$ cat config.mk
export PLATFORM = sky130hd
export DESIGN_NAME = restador_serial_flat
export DESIGN_NICKNAME = d
export VERILOG_FILES = /design/src/rtl/restador_serial_pkg.sv /design/src/rtl/restador_serial_if.sv /design/src/rtl/restador_serial_celda.sv /design/src/rtl/restador_serial.sv /design/src/flat_wrapper.sv
export SDC_FILE = /design/constraint.sdc
export NUM_CORES = 1
export LEC_CHECK = 0
export ABC_AREA = 0
export CORE_UTILIZATION = 40
export CTS_CLUSTER_DIAMETER = 100
export DETAILED_ROUTE_END_ITERATION = 10
export MAX_ROUTING_LAYER = met4
export PLACE_DENSITY = 0.69
export SYNTH_ARGS = -nofsm -noshare
export SYNTH_HDL_FRONTEND = slang
export SYNTH_SLANG_ARGS = --single-unit
$ cat constraint.sdc
create_clock -name clk -period 1.8 [get_ports clk]
set_input_delay 0.54 -clock clk [delete_from_list [all_inputs] [get_ports clk]]
set_output_delay 0.54 -clock clk [all_outputs]
set_load 0.005 [all_outputs]
$ cat src/rtl/restador_serial_pkg.sv
// rtl/restador_serial_pkg.sv - shared state encoding, default width and reference result for restador_serial
package restador_pkg;

    localparam int DEFAULT_WIDTH = 4;

    typedef enum logic [1:0] {
        IDLE  = 2'd0,
        SHIFT = 2'd1,
        DONE  = 2'd2
    } state_t;

    // Reference a - b for a width of w bits, truncated to w+1 bits (w <= 16).
    function automatic logic [16:0] ref_diff(input int unsigned w, input logic [15:0] a,
                                             input logic [15:0] b);
        logic [16:0] mask;
        mask = (17'h1 << (w + 1)) - 17'h1;
        return ({1'b0, a} - {1'b0, b}) & mask;
    endfunction

endpackage

$ cat src/rtl/restador_serial_if.sv
// rtl/restador_serial_if.sv - start/done operand interface of restador_serial (op present with RESTADOR_SUMA_EN)
interface restador_serial_if
    import restador_pkg::*;
#(
    parameter int WIDTH = DEFAULT_WIDTH
);
    logic             start;
    logic [WIDTH-1:0] a;
    logic [WIDTH-1:0] b;
`ifdef RESTADOR_SUMA_EN
    logic             op;
`endif
    logic             ready;
    logic             busy;
    logic             done;
    logic [WIDTH:0]   diff;

`ifdef RESTADOR_SUMA_EN
    modport master (output start, a, b, op, input ready, busy, done, diff);
    modport slave  (input start, a, b, op, output ready, busy, done, diff);
`else
    modport master (output start, a, b, input ready, busy, done, diff);
    modport slave  (input start, a, b, output ready, busy, done, diff);
`endif
endinterface

$ cat src/rtl/restador_serial_celda.sv
// rtl/restador_serial_celda.sv - one-bit full subtractor cell (full adder/subtractor with RESTADOR_SUMA_EN)
module celda_restador (
`ifdef RESTADOR_SUMA_EN
    input  logic op,
`endif
    input  logic a,
    input  logic b,
    input  logic bin,
    output logic d,
    output logic bout
);
    logic bout_sub;

    assign d        = a ^ b ^ bin;
    assign bout_sub = (~a & b) | (~(a ^ b) & bin);

`ifdef RESTADOR_SUMA_EN
    // With op=1 the borrow chain becomes a carry chain.
    assign bout = op ? ((a & b) | (bin & (a ^ b))) : bout_sub;
`else
    assign bout = bout_sub;
`endif
endmodule

$ cat src/rtl/restador_serial.sv
// rtl/restador_serial.sv - bit-serial LSB-first subtractor, one bit per clock; RESTADOR_SUMA_EN adds op-selected addition
module restador_serial
    import restador_pkg::*;
#(
    parameter int WIDTH = DEFAULT_WIDTH
) (
    input  logic                clk,
    input  logic                rst,
    restador_serial_if.slave    bus
);
    localparam int CNT_W = $clog2(WIDTH) + 1;

    state_t             state;
    logic [WIDTH-1:0]   ra;
    logic [WIDTH-1:0]   rb;
    logic [WIDTH-2:0]   res;
    logic               br;
    logic [CNT_W-1:0]   cnt;
    logic [WIDTH:0]     diff_q;
    logic               ready_q;
    logic               busy_q;
    logic               done_q;
    logic               cell_d;
    logic               cell_bout;
`ifdef RESTADOR_SUMA_EN
    logic               opr;
`endif

    celda_restador u_celda (
`ifdef RESTADOR_SUMA_EN
        .op   (opr),
`endif
        .a    (ra[0]),
        .b    (rb[0]),
        .bin  (br),
        .d    (cell_d),
        .bout (cell_bout)
    );

    always_ff @(posedge clk) begin
        if (rst) begin
            state   <= IDLE;
            ra      <= '0;
            rb      <= '0;
            res     <= '0;
            br      <= 1'b0;
            cnt     <= '0;
            diff_q  <= '0;
            ready_q <= 1'b1;
            busy_q  <= 1'b0;
            done_q  <= 1'b0;
`ifdef RESTADOR_SUMA_EN
            opr     <= 1'b0;
`endif
        end else begin
            case (state)
                IDLE: begin
                    if (bus.start) begin
                        ra      <= bus.a;
                        rb      <= bus.b;
                        res     <= '0;
                        br      <= 1'b0;
                        cnt     <= '0;
`ifdef RESTADOR_SUMA_EN
                        opr     <= bus.op;
`endif
                        state   <= SHIFT;
                        ready_q <= 1'b0;
                        busy_q  <= 1'b1;
                    end
                end
                SHIFT: begin
                    ra  <= ra >> 1;
                    rb  <= rb >> 1;
                    // res holds the WIDTH-1 low result bits; the newest bit enters at the top.
                    res <= (WIDTH-1)'({cell_d, res} >> 1);
                    br  <= cell_bout;
                    cnt <= cnt + 1'b1;
                    if (cnt == CNT_W'(WIDTH - 1)) begin
                        diff_q <= {cell_bout, cell_d, res};
                        state  <= DONE;
                        busy_q <= 1'b0;
                        done_q <= 1'b1;
                    end
                end
                DONE: begin
                    state   <= IDLE;
                    done_q  <= 1'b0;
                    ready_q <= 1'b1;
                end
                default: begin
                    state   <= IDLE;
                    busy_q  <= 1'b0;
                    done_q  <= 1'b0;
                    ready_q <= 1'b1;
                end
            endcase
        end
    end

    assign bus.ready = ready_q;
    assign bus.busy  = busy_q;
    assign bus.done  = done_q;
    assign bus.diff  = diff_q;
endmodule
$ cat src/flat_wrapper.sv
// flat-port wrapper written by rule: the top's interface ports become plain ports
module restador_serial_flat import restador_pkg::*;
#(
    parameter int WIDTH = DEFAULT_WIDTH
)
  (clk, rst, bus_start, bus_a, bus_b, bus_ready, bus_busy, bus_done, bus_diff);
  restador_serial_if #(.WIDTH(WIDTH)) bus_i ();
  input  logic clk;
  input  logic rst;
  input wire logic [$bits(bus_i.start)-1:0] bus_start;
  input wire logic [$bits(bus_i.a)-1:0] bus_a;
  input wire logic [$bits(bus_i.b)-1:0] bus_b;
  output wire logic [$bits(bus_i.ready)-1:0] bus_ready;
  output wire logic [$bits(bus_i.busy)-1:0] bus_busy;
  output wire logic [$bits(bus_i.done)-1:0] bus_done;
  output wire logic [$bits(bus_i.diff)-1:0] bus_diff;
  assign bus_i.start = bus_start;
  assign bus_i.a = bus_a;
  assign bus_i.b = bus_b;
  assign bus_ready = bus_i.ready;
  assign bus_busy = bus_i.busy;
  assign bus_done = bus_i.done;
  assign bus_diff = bus_i.diff;
  restador_serial #(.WIDTH(WIDTH)) u_core (.clk(clk), .rst(rst), .bus(bus_i));
endmodule
# --- Word level (Yosys, flattened, before mapping) ---
# Index checks and enable logic that the tools add are counted.
word_totals:
  register_bits: 25
  input_bits: 11
  out_inout_bits: 8
  wordCells: 52
classes:
  addsub: 1
  n_eq_ne: 5
  mux: 18
  n_bitwise: 10
  reduce_logical: 8
ops:
  columns: ["operator", "n"]
  rows:
  - ["$pmux W4 S2", 2]
  - ["$pmux W3 S2", 2]
  - ["$reduce_and A2 Y1", 5]
  - ["$mux W4", 2]
  - ["$pmux W1 S2", 3]
  - ["$not A1 Y1", 5]
  - ["$mux W1", 4]
  - ["$mux W2", 2]
  - ["$pmux W2 S2", 1]
  - ["$add A3 B1 Y3 const B", 1]
  - ["$eq A3 B2 Y1 const B", 1]
  - ["$mux W3", 1]
  - ["$pmux W1 S3", 1]
  - ["$reduce_and A3 Y1", 1]
  - ["$and A1 B1 Y1", 2]
  - ["$eq A2 B1 Y1 const B", 1]
  - ["$eq A2 B2 Y1 const B", 1]
  - ["$logic_not A2 Y1", 1]
  - ["$ne A2 B1 Y1 const B", 1]
  - ["$ne A2 B2 Y1 const B", 1]
  - ["$reduce_bool A2 Y1", 1]
  - ["$xor A1 B1 Y1", 2]
  - ["$or A1 B1 Y1", 1]

# --- Longest topological paths before layout ---
depth:
  depth_word: 5
  depth_mapped: 6
  ltp_nobuf: 5

# --- Modules after synthesis ---
# From an unflattened synthesis, not the netlist that was laid out.
hier_totals:
  cells_unflattened: 116
  hier_area_um2: 1083.5
modules_own_cells:
  columns: ["mod", "n_inst", "cells_each", "area_per_inst_um2", "seq_area_each_um2"]
  rows:
  - ["restador_serial", 1, 112, 1052.3, 500.5]
  - ["celda_restador", 1, 4, 31.3, 0.0]

# --- Worst setup path before layout ---
# Ideal clock, no wire load.
synth_timing:
  path_kind: "register -> register"
  from: "register u_core.cnt[0]"
  to: "register u_core.diff_q[0], in the netlist u_core.bus.diff[0]"
  setup_ps: 137
  t_arrival_ps: 1166
  t_required_ps: 1663
  setup_slack_ps: 498
  stages_incl_launch_ff: 7
  n_path_buf: 1
  synth_period_minus_slack_ps: 1302
  cell_sequence: "dfxtp_1 -> ha_1 -> ha_1 -> clkbuf_1 -> nand3b_1 -> nand2_1 -> a21oi_1"
synth_between:
  elab_chain_len: 2
synth_rtl:
  columns: ["element", "line_no", "source"]
  rows:
  - ["from (decl)", "restador_serial.sv:18", "logic [CNT_W-1:0] cnt;"]
  - ["from (signal assigned)", "restador_serial.sv:78", "cnt <= cnt + 1'b1;"]
  - ["$eq A3 B2 Y1", "restador_serial.sv:79", "if (cnt == CNT_W'(WIDTH - 1)) begin"]
  - ["$reduce_and A2 Y1 (no source line)", null, null]
  - ["to (signal assigned)", "restador_serial.sv:80", "diff_q <= {cell_bout, cell_d, res};"]
  - ["to (decl)", "restador_serial.sv:19", "logic [WIDTH:0] diff_q;"]
# Every way passes these cells.
# A chain may end at the register's enable or synchronous reset.

# --- Final worst setup path ---
layout_timing:
  from: "register u_core.diff_q[1], in the netlist u_core.bus.diff[1]"
  to: "output port bus_diff[1]"
layout_lines:
  columns: ["element", "line_no", "source"]
  rows:
  - ["to (decl)", "flat_wrapper.sv:16", "output wire logic [$bits(bus_i.diff)-1:0] bus_diff;"]
# No word-level cell between the ends.

==> flow_summary.rst <==
.. list-table::
   :header-rows: 1

   * - Metric
     - Value
   * - Run status
     - finished, final reports clean
   * - Cell chain of the critical path
     - clkdlybuf4s50_1
   * - Most common flop cell mapped by yosys
     - sky130_fd_sc_hd__dfxtp_1
   * - Boundary pin count
     - 19
   * - Number of antenna cells inserted
     - 0
   * - Post-route standard cell area excluding fillers
     - 1300 sq um
   * - CP delay by family, top
     - buffers and inverters
   * - First-pass DRT Iterations
     - 4
   * - Wire length of the first global-routing pass
     - 3110 um
   * - Worst reg2reg path depth
     - 5
   * - Post-route DRC violation count
     - 0
   * - Arrival time at the worst endpoint
     - 1.18 ns
   * - Number of global-route vias before repair
     - 722
   * - Type of the worst setup path
     - register to output pin
   * - Clock buffer count from CTS
     - 3
   * - Startpoint Class
     - register
   * - Count of clock tree sinks
     - 25
   * - Crit share post-route
     - 0.954
   * - Cell depth of the worst setup path
     - 1
   * - Leading cell type by number of instances after synthesis
     - sky130_fd_sc_hd__dfxtp_1
   * - Seq cells post-synth
     - 25
   * - Kind of path behind the tightest hold check
     - register to register
   * - Worst Setup Slack, final
     - 0.0822 ns
   * - Unrepaired setup endpoints after global routing
     - false
   * - Number of setup buffers added after CTS
     - 0
   * - Area of the core
     - 2520 sq um
   * - Ys Warns
     - 0
   * - Number of hold buffers added after CTS
     - 0
   * - Final Total Pwr
     - between 1 and 1.5 mW
   * - Number of setup violations in the final report
     - 0
   * - Worst r2r src
     - u_core.cnt[0]
   * - WL per Instance
     - 12.0 um
   * - Clock latency on the worst-skew pair
     - 0.32 ns
   * - Total Routed Length
     - 1900 um
   * - Worst setup path start
     - u_core.bus.diff[1]
   * - Worst endpoint required time
     - 1.26 ns
   * - Total GRT Usage
     - 0.151
   * - First DRT Iteration DRCs
     - 19
   * - Overall die height
     - around 54 um
   * - Power per standard cell area
     - 772 nW/um^2
   * - Stage delay of the slowest cell on the critical path
     - 0.50 ns
   * - Area Overhead vs Synth
     - 19.8%
   * - Cell type with the largest total area after synthesis
     - sky130_fd_sc_hd__dfxtp_1
   * - Width of the die
     - 54.2 um
   * - Maximum number of buffers from clock root to sink
     - 2
   * - Number of levels the H-tree was split into
     - 1
   * - Detailed-route vias per instance
     - 5.20
   * - Largest cells by area after synthesis
     - sky130_fd_sc_hd__dfxtp_1 46%, sky130_fd_sc_hd__nor2_1 5.5%, sky130_fd_sc_hd__a21oi_1 3.7%
   * - Placed instance area
     - 1270 sq um
   * - Net count of the mapped netlist
     - between 100 and 150
   * - Kind of end point of the critical path
     - output pin
   * - Proportion of layout cells with a drive suffix above 1
     - 0.141
   * - CTS clk-pin slew, worst paths
     - 0.14 ns
   * - Initial cell density of the core
     - 0.432
   * - Slew margin rel.
     - 0.654
   * - Most common library cells after synthesis
     - 25 x sky130_fd_sc_hd__dfxtp_1, 16 x sky130_fd_sc_hd__nor2_1, 8 x sky130_fd_sc_hd__a21oi_1, 6 x sky130_fd_sc_hd__nand3_1
   * - Count of vias placed by the detailed router
     - 821
   * - Worst-path maximum fanout
     - 2
   * - Worst R2R End
     - u_core.bus.diff[0]
   * - Leakage
     - around 0.46 nW
   * - Final HPWL DP
     - 1330 um
   * - Filler cell count
     - 239
   * - Max Transition Viols Final
     - 0
   * - Setup slack, reg-to-reg
     - 0.42 ns
   * - Cell chosen for the clock root
     - sky130_fd_sc_hd__clkbuf_4
   * - DIE AREA
     - 2930 sq um
   * - Share of the synthesized area in the top cell type
     - 0.460
   * - Final critical delay including setup and external delays
     - 1.72 ns
   * - CTS tree
     - yes
   * - Worst setup slack before clock tree synthesis
     - -0.0210 ns
   * - Netlist area before placement
     - 1090 sq um
   * - Number of enable flip-flop cells after synthesis
     - 0
   * - Max-cap check violation count
     - 0
   * - Synthesized area per cell
     - 9.72 sq um
   * - Pin count of the biggest net entering global routing
     - 26
   * - Count of buffering cells on the critical path with inverters included
     - 1
   * - IO buf count
     - 18
   * - Number of different library cells in the post-synthesis netlist
     - 30
   * - Post-synthesis cell count
     - 112
   * - Final layout net count
     - between 100 and 150
   * - F_max
     - 0.582 GHz
   * - Antenna violations before repair
     - 0
   * - Placement row count
     - 18
   * - Number of hold-slack violations in the final timing report
     - 0
   * - Part of the Yosys area used for sequential elements
     - 0.460
   * - Routability congestion estimate
     - 0.756
   * - Post-synthesis async set-or-reset flop share
     - 0
   * - # resized after CTS
     - 0
   * - Total overflow reported by the global router
     - 0
   * - Master of the slowest instance on the critical path
     - sky130_fd_sc_hd__clkdlybuf4s50_1
   * - Slew @ Worst Pin
     - a little over 0.5 ns
   * - End point of the critical path
     - bus_diff[1]
   * - Setup clock skew after layout
     - 0.00600 ns
   * - Largest vdd supply drop
     - ~0.70 mV
   * - Number of routed nets with antenna violations
     - 0
-- cell families (layout without fill, tap and decap cells) --
logic type	count (synthesis)	after routing	share of synthesized area
simple gates	42	42	0.213
compound gates	26	26	0.180
flops	25	25	0.460
buf+inv	12	28	0.0690
mux	4	4	0.0368
fa+ha+maj	3	3	0.0414
-- per-layer routing --
metal	vias to the layer above	track usage	wire [um]
met1	382	0.189	959
met5	-	-	0
met2	16	0.238	840
met3	0	0.0593	94
met4	0	0.0128	0
li1	423	-	-
-- registers in the layout (all words and copies together), names as in the netlist --
register / cells
u_core.ra: 4
u_core.bus.done: 1
u_core.state: 2
u_core.res: 3
u_core.bus.ready: 1
u_core.bus.diff: 5
u_core.br: 1
u_core.rb: 4
u_core.cnt: 3
u_core.bus.busy: 1
-- power by group --
group          switching (mW)  internal, mW  total, mW
clock network           0.170        0.0849      0.255
registers              0.0171         0.580      0.597
logic                  0.0743        0.0798      0.154
total                   0.262         0.745       1.01
-- cell type report --
| class | instances | area (sq um) | area share |
|---|---|---|---|
| Sequential cell | 25 | 500 | 0.384 |
| Timing Repair Buffer | 20 | 208 | 0.159 |
| Multi-Input combinational cell | 75 | 513 | 0.393 |
| Clock inverter | 1 | 7.51 | 0.00576 |
| Clock buffer | 3 | 22.5 | 0.0173 |
| Tap cell | 30 | 37.5 | 0.0288 |
| Inverter | 4 | 15.0 | 0.0115 |
-- cell usage in the layout, fill, tap and decap left out --
master / netlist / layout
sky130_fd_sc_hd__nand3b_1: 1 / 1
sky130_fd_sc_hd__ha_1: 2 / 2
sky130_fd_sc_hd__nand2_1: 5 / 5
sky130_fd_sc_hd__fa_1: 1 / 1
sky130_fd_sc_hd__a21oi_1: 8 / 8
sky130_fd_sc_hd__nand3_1: 6 / 6
sky130_fd_sc_hd__buf_4: 1 / 1
sky130_fd_sc_hd__buf_12: 0 / 1
sky130_fd_sc_hd__a2bb2oi_1: 2 / 2
sky130_fd_sc_hd__a311oi_1: 1 / 1
sky130_fd_sc_hd__nor2_2: 3 / 3
sky130_fd_sc_hd__o21ai_0: 3 / 3
sky130_fd_sc_hd__clkdlybuf4s50_1: 0 / 18
sky130_fd_sc_hd__clkinvlp_4: 0 / 1
sky130_fd_sc_hd__mux2i_1: 4 / 4
sky130_fd_sc_hd__clkbuf_4: 0 / 3
sky130_fd_sc_hd__a211oi_1: 1 / 1
sky130_fd_sc_hd__a211o_1: 1 / 1
sky130_fd_sc_hd__o21bai_1: 1 / 1
sky130_fd_sc_hd__a22oi_1: 5 / 5
sky130_fd_sc_hd__nor2_1: 16 / 16
sky130_fd_sc_hd__nor3b_1: 3 / 3
sky130_fd_sc_hd__a211oi_2: 3 / 3
sky130_fd_sc_hd__o21ba_4: 1 / 1
sky130_fd_sc_hd__nor4_2: 3 / 3
sky130_fd_sc_hd__inv_1: 4 / 4
sky130_fd_sc_hd__nand2b_1: 3 / 3
sky130_fd_sc_hd__and2b_2: 2 / 2
sky130_fd_sc_hd__dfxtp_1: 25 / 25
-- through the flow --
stage | std cells | hold WS, ns | TNS [ns] | util
after floorplan | 112 | 0.443 | 0 | -
after global placement | 154 | 0.445 | 0 | 0.505
after detailed placement | 154 | 0.451 | -0.0523 | 0.505
after CTS | 158 | 0.470 | 0 | 0.517
after global routing | 158 | 0.492 | 0 | 0.517
final | 158 | 0.466 | 0 | 0.517
-- worst min-delay path by stage --
stage | startpoint | endpoint | slack, ns | cells after the start
CTS | u_core.bus.diff[2] | u_core.bus.diff[2] | 0.47 | 2
global route | u_core.bus.diff[1] | u_core.bus.diff[1] | 0.49 | 2
floorplan | u_core.res[0] | u_core.bus.diff[0] | 0.44 | 2
finish | u_core.bus.diff[2] | u_core.bus.diff[2] | 0.47 | 2
detailed placement | u_core.bus.diff[2] | u_core.bus.diff[2] | 0.45 | 2
global placement | u_core.bus.ready | u_core.bus.ready | 0.45 | 1
Power figures use the tool's default switching activity.
